<file path="config.mk">
export PLATFORM = sky130hd
export DESIGN_NAME = arbitro_ronda
export DESIGN_NICKNAME = d
export VERILOG_FILES = /design/src/rtl/arbitro_ronda.sv
export SDC_FILE = /design/constraint.sdc
export NUM_CORES = 1
export LEC_CHECK = 0
export ABC_AREA = 1
export ABC_CLOCK_PERIOD_IN_PS = 3100
export CORE_MARGIN = 2
export CORE_UTILIZATION = 45
export DETAILED_ROUTE_END_ITERATION = 8
export GPL_TIMING_DRIVEN = 1
export HOLD_SLACK_MARGIN = 0.02
export PLACE_DENSITY = 0.75
export SYNTH_ARGS = -nofsm -noshare
export SYNTH_HDL_FRONTEND = slang
export SYNTH_SLANG_ARGS = --single-unit
</file>
<file path="constraint.sdc">
create_clock -name clk_i -period 3.1 [get_ports clk_i]
set_input_delay 0.31 -clock clk_i [delete_from_list [all_inputs] [get_ports clk_i]]
set_output_delay 0.31 -clock clk_i [all_outputs]
set_load 0.01 [all_outputs]
</file>
<file path="src/rtl/arbitro_ronda.sv">
// arbitro_ronda: reaction-game referee for two players.
// Each round runs a pseudo-random DELAY, then ARMED (go light). The first
// button press in ARMED wins the round. Results are shown for MOSTRAR cycles,
// and the game ends after RONDAS rounds.
// Optional feature macro: ARBITRO_FALTA_EN. When it is defined, a press during
// DELAY is a foul and sends the block to the FOUL state.
module arbitro_ronda #(
  parameter int unsigned RONDAS      = 5,
  parameter int unsigned RETARDO_MIN = 16,
  parameter int unsigned VENTANA     = 255,
  parameter int unsigned MOSTRAR     = 8
) (
  input  logic       clk_i,
  input  logic       rst_ni,
  input  logic       start_i,
  input  logic       boton_a_i,
  input  logic       boton_b_i,
  output logic       led_verde_o,
  output logic       led_red_o,
  output logic       led_fin_o,
  output logic [1:0] ganador_o,
  output logic [3:0] puntos_a_o,
  output logic [3:0] puntos_b_o,
  output logic [3:0] ronda_o
);

  typedef enum logic [2:0] {
    S_IDLE, S_DELAY, S_ARMED, S_RESULT, S_FOUL, S_FIN
  } estado_t;

  localparam int unsigned CW = 16;
  localparam logic [CW-1:0] VENTANA_C = CW'(VENTANA);
  localparam logic [CW-1:0] MOSTRAR_C = CW'(MOSTRAR);
  localparam logic [CW-1:0] RETARDO_C = CW'(RETARDO_MIN);
  localparam logic [3:0]    RONDAS_C  = 4'(RONDAS);

  localparam logic [1:0] G_NADIE = 2'b00;
  localparam logic [1:0] G_A     = 2'b01;
  localparam logic [1:0] G_B     = 2'b10;

`ifdef ARBITRO_FALTA_EN
  localparam logic FALTA_EN = 1'b1;
`else
  localparam logic FALTA_EN = 1'b0;
`endif

  estado_t       estado_q, estado_d;
  logic [CW-1:0] cnt_q, cnt_d;
  logic [7:0]    lfsr_q;
  logic          start_prev_q, a_prev_q, b_prev_q;
  logic          prio_b_q, prio_b_d;
  logic [1:0]    ganador_q, ganador_d;
  logic [3:0]    pa_q, pa_d, pb_q, pb_d, ronda_q, ronda_d;
  logic          verde_q, fin_q;

  logic          start_press, a_press, b_press;
  logic [CW-1:0] cnt_dec, delay_load;
  logic          gana_a, gana_b;

  function automatic logic [3:0] sat_inc(input logic [3:0] x);
    return (x == 4'hF) ? x : x + 4'd1;
  endfunction

  // A held level yields exactly one press on its first sampled cycle.
  assign start_press = start_i   & ~start_prev_q;
  assign a_press     = boton_a_i & ~a_prev_q;
  assign b_press     = boton_b_i & ~b_prev_q;

  assign cnt_dec    = cnt_q - CW'(1);
  assign delay_load = RETARDO_C + CW'(lfsr_q[3:0]);

  // Previous-level registers for the edge detectors.
  always_ff @(posedge clk_i or negedge rst_ni) begin
    if (!rst_ni) begin
      start_prev_q <= 1'b0;
      a_prev_q     <= 1'b0;
      b_prev_q     <= 1'b0;
    end else begin
      start_prev_q <= start_i;
      a_prev_q     <= boton_a_i;
      b_prev_q     <= boton_b_i;
    end
  end

  // Free-running Fibonacci LFSR x^8+x^6+x^5+x^4+1. It steps every cycle, so
  // the delay that gets loaded depends on when the players act.
  always_ff @(posedge clk_i or negedge rst_ni) begin
    if (!rst_ni) lfsr_q <= 8'hA5;
    else         lfsr_q <= {lfsr_q[6:0], lfsr_q[7] ^ lfsr_q[5] ^ lfsr_q[4] ^ lfsr_q[3]};
  end

  // Next-state and datapath decisions for the round sequencer.
  always_comb begin
    estado_d  = estado_q;
    cnt_d     = cnt_q;
    prio_b_d  = prio_b_q;
    ganador_d = ganador_q;
    pa_d      = pa_q;
    pb_d      = pb_q;
    ronda_d   = ronda_q;
    gana_a    = 1'b0;
    gana_b    = 1'b0;
    unique case (estado_q)
      S_IDLE, S_FIN: begin
        if (start_press) begin
          pa_d      = 4'd0;
          pb_d      = 4'd0;
          ronda_d   = 4'd0;
          ganador_d = G_NADIE;
          prio_b_d  = 1'b0;
          cnt_d     = delay_load;
          estado_d  = S_DELAY;
        end
      end
      S_DELAY: begin
        if (FALTA_EN && (a_press || b_press)) begin
          // Jumping the gun: the other player scores; a double foul scores nobody.
          cnt_d    = MOSTRAR_C;
          estado_d = S_FOUL;
          if (a_press && b_press) begin
            ganador_d = G_NADIE;
          end else if (a_press) begin
            ganador_d = G_B;
            pb_d      = sat_inc(pb_q);
            prio_b_d  = 1'b0;
          end else begin
            ganador_d = G_A;
            pa_d      = sat_inc(pa_q);
            prio_b_d  = 1'b1;
          end
        end else if (cnt_dec == '0) begin
          cnt_d    = VENTANA_C;
          estado_d = S_ARMED;
        end else begin
          cnt_d = cnt_dec;
        end
      end
      S_ARMED: begin
        // A tie goes to the loser of the previous round.
        if (a_press && b_press) begin
          gana_a = ~prio_b_q;
          gana_b =  prio_b_q;
        end else begin
          gana_a = a_press;
          gana_b = b_press;
        end
        if (gana_a) begin
          ganador_d = G_A;
          pa_d      = sat_inc(pa_q);
          prio_b_d  = 1'b1;
          cnt_d     = MOSTRAR_C;
          estado_d  = S_RESULT;
        end else if (gana_b) begin
          ganador_d = G_B;
          pb_d      = sat_inc(pb_q);
          prio_b_d  = 1'b0;
          cnt_d     = MOSTRAR_C;
          estado_d  = S_RESULT;
        end else if (cnt_dec == '0) begin
          ganador_d = G_NADIE;
          cnt_d     = MOSTRAR_C;
          estado_d  = S_RESULT;
        end else begin
          cnt_d = cnt_dec;
        end
      end
      S_RESULT, S_FOUL: begin
        if (cnt_dec == '0) begin
          ronda_d = ronda_q + 4'd1;
          if (ronda_d == RONDAS_C) begin
            estado_d = S_FIN;
          end else begin
            cnt_d    = delay_load;
            estado_d = S_DELAY;
          end
        end else begin
          cnt_d = cnt_dec;
        end
      end
      default: estado_d = S_IDLE;
    endcase
  end

  // State, counters and registered outputs.
  always_ff @(posedge clk_i or negedge rst_ni) begin
    if (!rst_ni) begin
      estado_q  <= S_IDLE;
      cnt_q     <= '0;
      prio_b_q  <= 1'b0;
      ganador_q <= G_NADIE;
      pa_q      <= 4'd0;
      pb_q      <= 4'd0;
      ronda_q   <= 4'd0;
      verde_q   <= 1'b0;
      fin_q     <= 1'b0;
    end else begin
      estado_q  <= estado_d;
      cnt_q     <= cnt_d;
      prio_b_q  <= prio_b_d;
      ganador_q <= ganador_d;
      pa_q      <= pa_d;
      pb_q      <= pb_d;
      ronda_q   <= ronda_d;
      verde_q   <= (estado_d == S_ARMED);
      fin_q     <= (estado_d == S_FIN);
    end
  end

`ifdef ARBITRO_FALTA_EN
  logic red_q;

  // Foul light follows the FOUL state, registered like the other lights.
  always_ff @(posedge clk_i or negedge rst_ni) begin
    if (!rst_ni) red_q <= 1'b0;
    else         red_q <= (estado_d == S_FOUL);
  end

  assign led_red_o = red_q;
`else
  assign led_red_o = 1'b0;
`endif

  assign led_verde_o = verde_q;
  assign led_fin_o   = fin_q;
  assign ganador_o   = ganador_q;
  assign puntos_a_o  = pa_q;
  assign puntos_b_o  = pb_q;
  assign ronda_o     = ronda_q;

endmodule

</file>
==> summary.md, run 1 <==
| Metric | Value |
|---|---|
| Outcome | completed |
| Synthesized area per cell | about 7.3 um^2 |
| Layout Nets | around 450 |
| Post-synthesis sequential area ratio | 0.394 |
| Switching part of the total | 0.495 |
| H-tree depth | 2 |
| Final setup violation count | 0 |
| Worst setup path class | flip-flop to flip-flop |
| Root Buffer Master | clkbuf_8 |
| CP max FO | 15 |
| Clk pwr share | 0.141 |
| Slew Limit Headroom | 0.305 |
| Skew final | roughly 0.0055 ns |
| Avg WL per Cell | roughly 13 um |
| Final Cycle Share | 0.834 |
| Ys async rst share | 1.00 |
| Tmin final | ~2.6 ns |
| Post-route DRC | 0 |
| Syn-to-layout area delta | 11.4% |
| Pre-CTS WS | 0.585 ns |
| Psw | roughly 1.3 mW |
| CORE AREA | ~6400 um^2 |
| Crit end category | flip-flop |
| Critical path arrival | about 2.8 ns |
| Highest Clock Rate | ~390 MHz |
| I/O Buffers | 20 |
| Yosys top cell area share | 0.359 |
| Sequential power share | 0.308 |
| Chip Height | 85.7 um |
| DR vias/cell | between 5 and 6 |
| Max VDD drop | ~0.00037 V |
| Die Wd | roughly 86 um |
| Synth top cells by count | nand2_1, inv_1, nand3_1, nor2_1, dfrtp_1 |
| Remaining Overflow, GRT | 0 |
| Worst setup margin | between 0.5 and 0.6 ns |
| N_diodes | 0 |
| First-pass GRT wire length | roughly 12 mm |
| IO Count | 22 |
| ANT nets after route | 0 |
| Synth Instances | 412 |
| Static leakage | ~1.7 nW |
| Number of global-route vias before repair | about 2,700 |
| Top_reg_cell synth | dfrtp_1 |
| Cell Area, Synth | approximately 3000 um^2 |
| Min-Delay Path Class | input pin to asynchronous set/reset pin |
| Std-Cell Rows | 29 |
| Max-Cap Viols | 0 |
| Routed vias | 2,746 |
| Clock buffer depth | 2 |
| CTS tree | built |
| Crit-path slowest cell | dfrtp_1 |
| Largest net degree at the start of global routing | 48 |
| Router iterations before antenna repair | 5 |
| Post-route setup TNS | 0 ns |
| Pwr/cell area | ~800 nW/um^2 |
| Final hold viol count | 0 |
| RD Place Congestion | between 0.8 and 0.9 |
| Antenna violations before repair | 0 |
| Critical path's most frequent cell | nand2_1 |
| Int Power | roughly 1.4 mW |
| Clock network latency to the later pin of the worst-skew pair | around 0.30 ns |
| CP max stage delay | between 0.4 and 0.5 ns |
| Unrepaired setup endpoints after global routing | no |
| Total wire length | between 6 and 7 mm |
| Num CTS Buffers | 5 |
| 1st-iter DRT viols | roughly 250 |
| Logic pwr share | 0.551 |
| Post-CTS Setup Repair Bufs | 0 |
| YS warnings | 0 |
| DPL Wire Length | about 5 mm |
| EDFF count, synth | 0 |
| Synth area leaders | dfrtp_1, nand2_1, inv_1 |
| GRT Total Usage | 0.195 |
| Worst Tran Pin Value | ~1.0 ns |
| Seq cells post-synth | 47 |
| Die Area | between 7000 and 8000 um^2 |
| Setup crit start kind | flip-flop |
| Initial core utilization | 0.470 |
| Synth area leader | dfrtp_1 |
| Cts repair resizes | 0 |
| Count leader, synth | nand2_1 |
| Syn Nets | about 420 |
| Clock Sinks | 47 |
| Fin util | 0.523 |
| Critical Path RT | approximately 3.3 ns |
| Critical path, cell by cell | inv_1, ha_1, inv_1, nand2_1, nand2_1, nor2_1, nand2_1, nor2_1, nand3_1, nor2_1, nand3_4, o21ai_1, inv_1, nand2_1, o21ai_2 |
| Layout cells sized above 1 | 0.126 |
| Clock transition at the registers of the reported paths | 0.09 ns |
| Final Max Slew Viols | 0 |
| Hold buffer count at cts | 0 |
| Distinct cells, synth | 36 |
per-layer routing:
metal / wire (um) / track usage / share of wire
met5: 0 / 0 / 0
met1: 3030 / 0.251 / 0.46
met3: 329 / 0.0375 / 0.050
met4: 107 / 0.0606 / 0.016
met2: 3160 / 0.331 / 0.48
path summary, 6_finish.rpt:
kind / from / end / slack, ns / cells past startpoint
max: cnt_q[0]$_DFFE_PN0P_ / cnt_q[6]$_DFFE_PN0P_ / 0.52 / 15
min: rst_ni / cnt_q[8]$_DFFE_PN0P_ / 0.19 / 1
max reg2reg: cnt_q[0]$_DFFE_PN0P_ / cnt_q[6]$_DFFE_PN0P_ / 0.52 / 15
min reg2reg: lfsr_q[6]$_DFF_PN0_ / lfsr_q[7]$_DFF_PN1_ / 0.36 / 0
max in group asynchronous: rst_ni / start_prev_q$_DFF_PN0_ / 2.28 / 1
min in group clk_i: lfsr_q[6]$_DFF_PN0_ / lfsr_q[7]$_DFF_PN1_ / 0.36 / 0
cell families (layout without fill, tap and decap cells):
family                   count (synthesis)  in the layout  synth area share
buffers and inverters                   73             96            0.0980
AND/OR/NAND/NOR                        231            231             0.354
AO/OA/AOI/OAI                           47             47             0.105
flip-flops                              47             47             0.394
XOR/XNOR                                 7              7            0.0229
other                                    1              1           0.00125
adder cells (fa/ha/maj)                  6              6            0.0250
critical path, delay by kind of cell (launching register included):
family	cells	cell delay, ns
buf+inv	3	0.30
compound gates	2	0.34
flops	1	0.41
simple gates	9	1.16
fa+ha+maj	1	0.27
area by class of cell:
type / instances / area, um^2
fillers: 633 / 3040
repair buffers: 20 / 195
multi-input cells: 292 / 1530
well taps: 77 / 96.3
clock buffers: 6 / 72.6
inverters: 68 / 255
flip-flops and latches: 47 / 1180
clock inverters: 2 / 16.3
cells in the final DEF, fill, tap and decap left out, types with 3 or more instances in the layout:
cell type        Yosys  routed
o22ai_1              3       3
nand4_1              4       4
nand2_2              8       8
o21ai_1             10      10
dfrtp_1             43      43
inv_1               61      61
o22ai_2              4       4
xnor2_1              4       4
o21ai_2              7       7
nor2_2               5       5
clkbuf_8             0       5
a21oi_1             10      10
inv_2                7       7
nand2_1            113     113
nand3_1             44      44
nor2_1              44      44
nor2_4               4       4
ha_1                 6       6
clkdlybuf4s50_1      0      19
o21ai_0              8       8
dfstp_2              4       4
power groups by stage:
stage / clock, mW / sequential (mW) / combinational, mW
global route: 0.416 / 0.858 / 1.70
detailed placement: 0 / 0.848 / 1.48
finish: 0.384 / 0.839 / 1.50
global placement: 0 / 0.845 / 1.46
CTS: 0.394 / 0.837 / 1.49
floorplan: 0 / 0.823 / 1.19
flip-flops by register name, indices dropped and copies added (netlist names):
signal and flops:
a_prev_q 1, prio_b_q 1, ganador_o 2, start_prev_q 1, b_prev_q 1, puntos_a_o 4
led_verde_o 1, cnt_q 16, lfsr_q 8, puntos_b_o 4, ronda_o 4, estado_q 3
led_fin_o 1
stage by stage:
| step | instance area (um^2) | total power, mW | instances | hold slack (ns) |
|---|---|---|---|---|
| floorplan | 3000 | 2.02 | 412 | 0.0144 |
| global placement | 3250 | 2.30 | 504 | 0.336 |
| detailed placement | 3250 | 2.33 | 504 | 0.346 |
| CTS | 3340 | 2.72 | 512 | 0.227 |
| global route | 3340 | 2.98 | 512 | 0.277 |
| finish | 3340 | 2.72 | 512 | 0.189 |
No activity file was read; power rests on OpenSTA's default activity.
==> inputs of run 2 (changes only) <==
--- a/config.mk
+++ b/config.mk
@@ -6,13 +6,13 @@
 export NUM_CORES = 1
 export LEC_CHECK = 0
 export ABC_AREA = 1
-export ABC_CLOCK_PERIOD_IN_PS = 3100
+export ABC_CLOCK_PERIOD_IN_PS = 2200
 export CORE_MARGIN = 2
 export CORE_UTILIZATION = 45
 export DETAILED_ROUTE_END_ITERATION = 8
 export GPL_TIMING_DRIVEN = 1
 export HOLD_SLACK_MARGIN = 0.02
-export PLACE_DENSITY = 0.75
+export PLACE_DENSITY = 0.77
 export SYNTH_ARGS = -nofsm -noshare
 export SYNTH_HDL_FRONTEND = slang
 export SYNTH_SLANG_ARGS = --single-unit
==> constraint.sdc (replaced) <==
create_clock -name clk_i -period 2.2 [get_ports clk_i]
set_input_delay 0.22 -clock clk_i [delete_from_list [all_inputs] [get_ports clk_i]]
set_output_delay 0.22 -clock clk_i [all_outputs]
set_load 0.01 [all_outputs]
==> run 2 against run 1 <==
The flow now finishes with violations (setup timing). Non-clock buffer count rose by 36. First-iteration DRC count fell by 28%. Maximum frequency rose by 17%. Critical path depth did not move. Wire length rose by 13%. Register-to-register slack got worse by 0.52 ns. Clock power rose by 43%. Die area did not move. Worst hold slack improved by 0.17 ns.
==> summary.md, run 2 (same netlist as run 1, synthesis figures left out) <==
| Metric | Value |
|---|---|
| Final hold viol count | 0 |
| Pwr/cell area | roughly 1200 nW/um^2 |
| Post-route setup TNS | -0.0118 ns |
| Worst setup margin | -0.00763 ns |
| Worst Tran Pin Value | roughly 0.63 ns |
| Avg WL per Cell | around 14 um |
| Static leakage | between 1.5 and 2 nW |
| GRT Total Usage | 0.210 |
| Largest register FFs | 16 |
| H-tree depth | 2 |
| Skew final | 0.00240 ns |
| Layout cells sized above 1 | 0.284 |
| ANT nets after route | 0 |
| Final setup violation count | 2 |
| Chip Height | 85.7 um |
| Std-Cell Rows | 29 |
| Critical Path RT | around 2.4 ns |
| N_diodes | 0 |
| Slew Limit Headroom | 0.581 |
| Reg area | about 1200 um^2 |
| CORE AREA | 6390 um^2 |
| Commonest cells after routing, fill and taps aside | nand2_1, inv_1, nand3_1 |
| I/O Buffers | 20 |
| Root Buffer Master | clkbuf_8 |
| Highest Clock Rate | roughly 450 MHz |
| Commonest non-fill, non-tap cell in the layout | nand2_1 |
| Post-route DRC | 0 |
| First-pass GRT wire length | about 12 mm |
| Reg with most FFs | cnt_q |
| CP max FO | 6 |
| Max VDD drop | approximately 0.00073 V |
| Top flop regs | cnt_q (16), lfsr_q (8) |
| Largest net degree at the start of global routing | 29 |
| Crit-path slowest cell | dfrtp_1 |
| Setup crit start kind | flip-flop |
| Worst setup path class | flip-flop to flip-flop |
| Unrepaired setup endpoints after global routing | yes |
| Outcome | finished, violations left |
| Number of global-route vias before repair | about 2,800 |
| DR vias/cell | 5.15 |
| Syn-to-layout area delta | 28.8% |
| Final Cycle Share | 1.00 |
| Initial core utilization | 0.470 |
| Min-Delay Path Class | flip-flop to flip-flop |
| Clock Sinks | 47 |
| Num CTS Buffers | 5 |
| Max-Cap Viols | 0 |
| Clock buffer depth | 2 |
| Antenna violations before repair | 0 |
| Tmin final | between 2 and 2.5 ns |
| Hold Slack | about 0.36 ns |
| IO Count | 22 |
| Failing checks | setup timing |
| Critical path, cell by cell | inv_2, ha_4, inv_2, nand2_2, nand2_2, nor2_4, nand2_2, nor2_4, nand3_2, nor2_4, nand3_4, buf_6, nand3_1, nand2_1, o21ai_1 |
| DPL Wire Length | 5.41 mm |
| Final Max Slew Viols | 0 |
| CP max stage delay | 0.44 ns |
| RD Place Congestion | 0.989 |
| Layout Nets | 482 |
| CTS tree | built |
| Clock transition at the registers of the reported paths | about 0.090 ns |
| Routed vias | ~2,800 |
| Critical path arrival | 2.44 ns |
| Remaining Overflow, GRT | 0 |
| Crit end category | flip-flop |
| Area occupied by multi-input gates | ~1700 um^2 |
| Fillers | 557 |
| Die Area | 7340 um^2 |
| Clock network latency to the later pin of the worst-skew pair | 0.31 ns |
| 1st-iter DRT viols | approximately 180 |
| Die Wd | ~86 um |
| Total wire length | around 7.5 mm |
| Router iterations before antenna repair | 4 |
## run 2: cell types whose count changed in the layout (fill, tap and decap cells not counted), sizes merged
| cell | before | now |
|---|---|---|
| buf | 1 | 36 |
| dlygate4sd3 | 0 | 1 |
| nand3 | 48 | 49 |
## run 2: path summary, 6_finish.rpt
path | startpoint | to | slack (ns) | depth (start not counted)
hold reg to reg | lfsr_q[6]$_DFF_PN0_ | lfsr_q[7]$_DFF_PN1_ | 0.36 | 0
min in group asynchronous | rst_ni | cnt_q[8]$_DFFE_PN0P_ | 0.46 | 2
setup / recovery | cnt_q[1]$_DFFE_PN0P_ | cnt_q[7]$_DFFE_PN0P_ | -0.008 | 15
max in group asynchronous | rst_ni | puntos_a_o[0]$_DFFE_PN0P_ | 1.14 | 3
hold / removal | lfsr_q[6]$_DFF_PN0_ | lfsr_q[7]$_DFF_PN1_ | 0.36 | 0
setup reg to reg | cnt_q[1]$_DFFE_PN0P_ | cnt_q[7]$_DFFE_PN0P_ | -0.008 | 15
## run 2: critical path: cells and delay by family (launching register included)
kind	cells	cell delay (ns)
and+or+nand+nor	10	1.03
DFF	1	0.44
adders and majority gates	1	0.18
AOI/OAI and AO/OA	1	0.15
buffers and inverters	3	0.30
## run 2: stage by stage
stage	utilization	cells	total power, mW	area [um^2]	setup slack (ns)
after floorplan	-	412	2.84	3000	0.150
after detailed placement	0.549	534	3.60	3500	-0.194
after CTS	0.569	544	4.23	3630	0.00582
after global placement	0.549	534	3.55	3500	-0.0866
final	0.605	549	4.73	3860	-0.00763
after global routing	0.605	549	5.12	3860	-0.135
## run 2: timing repair
action / CTS / global route
setup buffers: 0 / 5
endpoints found under the setup margin: 20 / 27
hold buffers: 1 / 0
gates cloned: 1 / 0
gates resized for setup: 7 / 53
endpoints found under the hold margin: 22 / 0
pin swaps: 2 / 19
## run 2: final cells by class
class	count	area share
Multi-Input combinational cell	293	0.447
Clock buffer	6	0.0188
Timing Repair Buffer	56	0.132
Inverter	68	0.0661
Tap cell	77	0.0249
Clock inverter	2	0.00421
Sequential cell	47	0.307
## run 2: metal layers
metal | wire, um | up-vias | track usage
met5 | 0 | - | 0
met4 | 183 | 0 | 0.0765
met3 | 457 | 21 | 0.0366
met2 | 3580 | 95 | 0.348
met1 | 3250 | 1294 | 0.275
li1 | - | 1417 | -
## run 2: power breakdown
part           leakage [nW]  internal, mW  total, mW  switching [mW]
Clock                0.0418         0.229      0.550           0.321
Combinational          1.23          1.18       2.97            1.79
Sequential            0.611          1.02       1.20           0.181
==> inputs of run 3 (changes only) <==
--- a/config.mk
+++ b/config.mk
@@ -8,11 +8,12 @@
 export ABC_AREA = 1
 export ABC_CLOCK_PERIOD_IN_PS = 2200
 export CORE_MARGIN = 2
-export CORE_UTILIZATION = 45
+export CORE_UTILIZATION = 53
 export DETAILED_ROUTE_END_ITERATION = 8
 export GPL_TIMING_DRIVEN = 1
 export HOLD_SLACK_MARGIN = 0.02
-export PLACE_DENSITY = 0.77
+export PLACE_DENSITY = 0.87
+export RECOVER_POWER = 25
 export SYNTH_ARGS = -nofsm -noshare
 export SYNTH_HDL_FRONTEND = slang
 export SYNTH_SLANG_ARGS = --single-unit
==> run 3 against run 2 <==
The run still ends with setup timing left. Worst setup slack got worse by 0.050 ns. Largest power group unchanged. Combinational power up 2%. First-iteration DRC count up 82%. Sequential share of layout area is 0.14 points lower. Die area decreased by 14%. Clock skew increased by 0.0038 ns. Critical endpoint is now cnt_q[1]$_DFFE_PN0P_. Highest routed layer unchanged.
==> summary.md, run 3 (same netlist as run 1, synthesis figures left out) <==
| Metric | Value |
|---|---|
| Clock Sinks | between 40 and 50 |
| Cells after DPL | 520 |
| Commonest non-fill, non-tap cell in the layout | nand2_1 |
| Worst Tran Pin Value | 0.789 ns |
| Std-Cell Rows | 27 |
| Sequential power share | 0.247 |
| Hold Slack | 0.356 ns |
| Syn-to-layout area delta | 29.5% |
| Remaining Overflow, GRT | 0 |
| Largest register FFs | 16 |
| Reg with most FFs | cnt_q |
| Max-Cap Viols | 0 |
| Worst r2r path cells | 15 |
| Die Area | around 6300 um^2 |
| Avg WL per Cell | 15.4 um |
| RD Place Congestion | 0.999 |
| Failing checks | setup timing |
| Reg2reg start | cnt_q[8]$_DFFE_PN0P_ |
| Worst setup margin | -0.0576 ns |
| Int Power | around 2.5 mW |
| Total wire length | about 8.4 mm |
| Initial core utilization | 0.548 |
| Unrepaired setup endpoints after global routing | yes |
| Post-route DRC | 0 |
| Root Buffer Master | clkbuf_8 |
| Min-Delay Path Class | input pin to asynchronous set/reset pin |
| 1st-iter DRT viols | 323 |
| ANT nets after route | 0 |
| Final setup violation count | 8 |
| CP max FO | 5 |
| CTS tree | built |
| Num CTS Buffers | 5 |
| Static leakage | 1.90 nW |
| Commonest cells after routing, fill and taps aside | nand2_1, inv_1, nand3_1, dfrtp_1, nor2_1 |
| Final hold viol count | 0 |
| Clock buffer depth | 2 |
| Chip Height | between 70 and 80 um |
| Skew final | 0.00617 ns |
| Non-Filler Instances | 543 |
| Antenna violations before repair | 0 |
| Top flop regs | cnt_q (16), lfsr_q (8) |
| Worst setup path class | flip-flop to flip-flop |
| Max VDD drop | around 0.0007 V |
| Router iterations before antenna repair | 5 |
| Largest net degree at the start of global routing | 28 |
| Die Wd | between 70 and 80 um |
| N_diodes | 0 |
| I/O Buffers | 20 |
| GRT Total Usage | 0.253 |
| H-tree depth | 2 |
| DPL Wire Length | 5.54 mm |
| Switching part of the total | 0.489 |
| FF-to-FF setup slack | -0.06 ns |
| Clock transition at the registers of the reported paths | roughly 0.090 ns |
| DR vias/cell | around 5.7 |
| Layout Nets | between 400 and 500 |
| RR Endpoint | cnt_q[1]$_DFFE_PN0P_ |
| Logic pwr share | 0.616 |
| Critical path arrival | 2.47 ns |
| Psw | ~2.4 mW |
| Highest Clock Rate | approximately 440 MHz |
| IO Count | 22 |
| Final Cycle Share | 1.03 |
| Slew Limit Headroom | 0.474 |
| Final Max Slew Viols | 0 |
| Tmin final | 2.26 ns |
| Fin util | 0.710 |
| Outcome | finished, violations left |
| Routed vias | 3,076 |
| Critical Path RT | roughly 2.4 ns |
| First-pass GRT wire length | about 12 mm |
| CORE AREA | approximately 5500 um^2 |
| Layout cells sized above 1 | 0.282 |
| Crit end category | flip-flop |
| Clk pwr share | 0.137 |
| Clock network latency to the later pin of the worst-skew pair | 0.31 ns |
| Setup crit start kind | flip-flop |
| Number of global-route vias before repair | between 2,000 and 3,000 |
| Pre-CTS WS | -0.221 ns |
| Pwr/cell area | 1260 nW/um^2 |
run 3: worst max-delay path by stage:
stage                              start                endpoint  cells after the start
floorplan           cnt_q[0]$_DFFE_PN0P_     led_fin_o$_DFF_PN0_                     16
detailed placement  cnt_q[1]$_DFFE_PN0P_     led_fin_o$_DFF_PN0_                     16
global route        cnt_q[1]$_DFFE_PN0P_  ronda_o[2]$_DFFE_PN0P_                     12
global placement    cnt_q[1]$_DFFE_PN0P_    cnt_q[7]$_DFFE_PN0P_                     15
CTS                 cnt_q[2]$_DFFE_PN0P_     led_fin_o$_DFF_PN0_                     12
finish              cnt_q[8]$_DFFE_PN0P_    cnt_q[1]$_DFFE_PN0P_                     15
run 3: worst max-delay path: stages (launching register included):
cell and delay, ns:
dfrtp_1 0.45, nor2_2 0.20, nand2_1 0.07, nor2_1 0.19
nand2_1 0.09, nand2_1 0.13, nand2_2 0.10, nor2_1 0.14
nand2_1 0.10, nor2_4 0.14, nand3_4 0.09, buf_4 0.18
nand3_1 0.10, nor2_1 0.05, nand2_1 0.08, nand2_1 0.05
run 3: what timing repair did:
action,4_1_cts,5_1_grt
hold buffers,1,0
endpoints found under the hold margin,18,0
pin swaps,4,28
setup buffers,2,11
setup endpoints to repair,19,27
resized for setup,13,58
gates cloned,1,0
run 3: through the flow:
step	TNS (ns)	instance area [um^2]	total power, mW
4_1_cts	0	3600	4.30
5_1_grt	-2.29	3880	5.19
3_3_place_gp	-0.360	3400	3.40
2_1_floorplan	0	3000	2.84
3_5_place_dp	-2.17	3400	3.48
6_report	-0.278	3880	4.90
run 3: cell type report:
type                            instances  area, um^2
Inverter                               68         260
Clock inverter                          2        35.0
Sequential cell                        47        1190
Timing Repair Buffer                   55         474
Tap cell                               72        90.1
Fill cell                             397        1590
Clock buffer                            6        82.6
Multi-Input combinational cell        293        1760
run 3: power by group through the flow:
| stage | logic, mW | clock network [mW] | registers (mW) |
|---|---|---|---|
| floorplan | 1.68 | 0 | 1.16 |
| global placement | 2.23 | 0 | 1.17 |
| detailed placement | 2.30 | 0 | 1.18 |
| CTS | 2.47 | 0.676 | 1.16 |
| global route | 3.25 | 0.707 | 1.23 |
| finish | 3.02 | 0.671 | 1.21 |
run 3: routing by layer:
| layer | part of all wire | wire length [um] | vias to the layer above | track usage |
|---|---|---|---|---|
| met5 | 0 | 0 | - | 0 |
| met4 | 0.046 | 381 | 0 | 0.110 |
| met3 | 0.062 | 517 | 45 | 0.0364 |
| met2 | 0.50 | 4180 | 152 | 0.437 |
| met1 | 0.39 | 3290 | 1456 | 0.313 |
| li1 | - | - | 1423 | - |
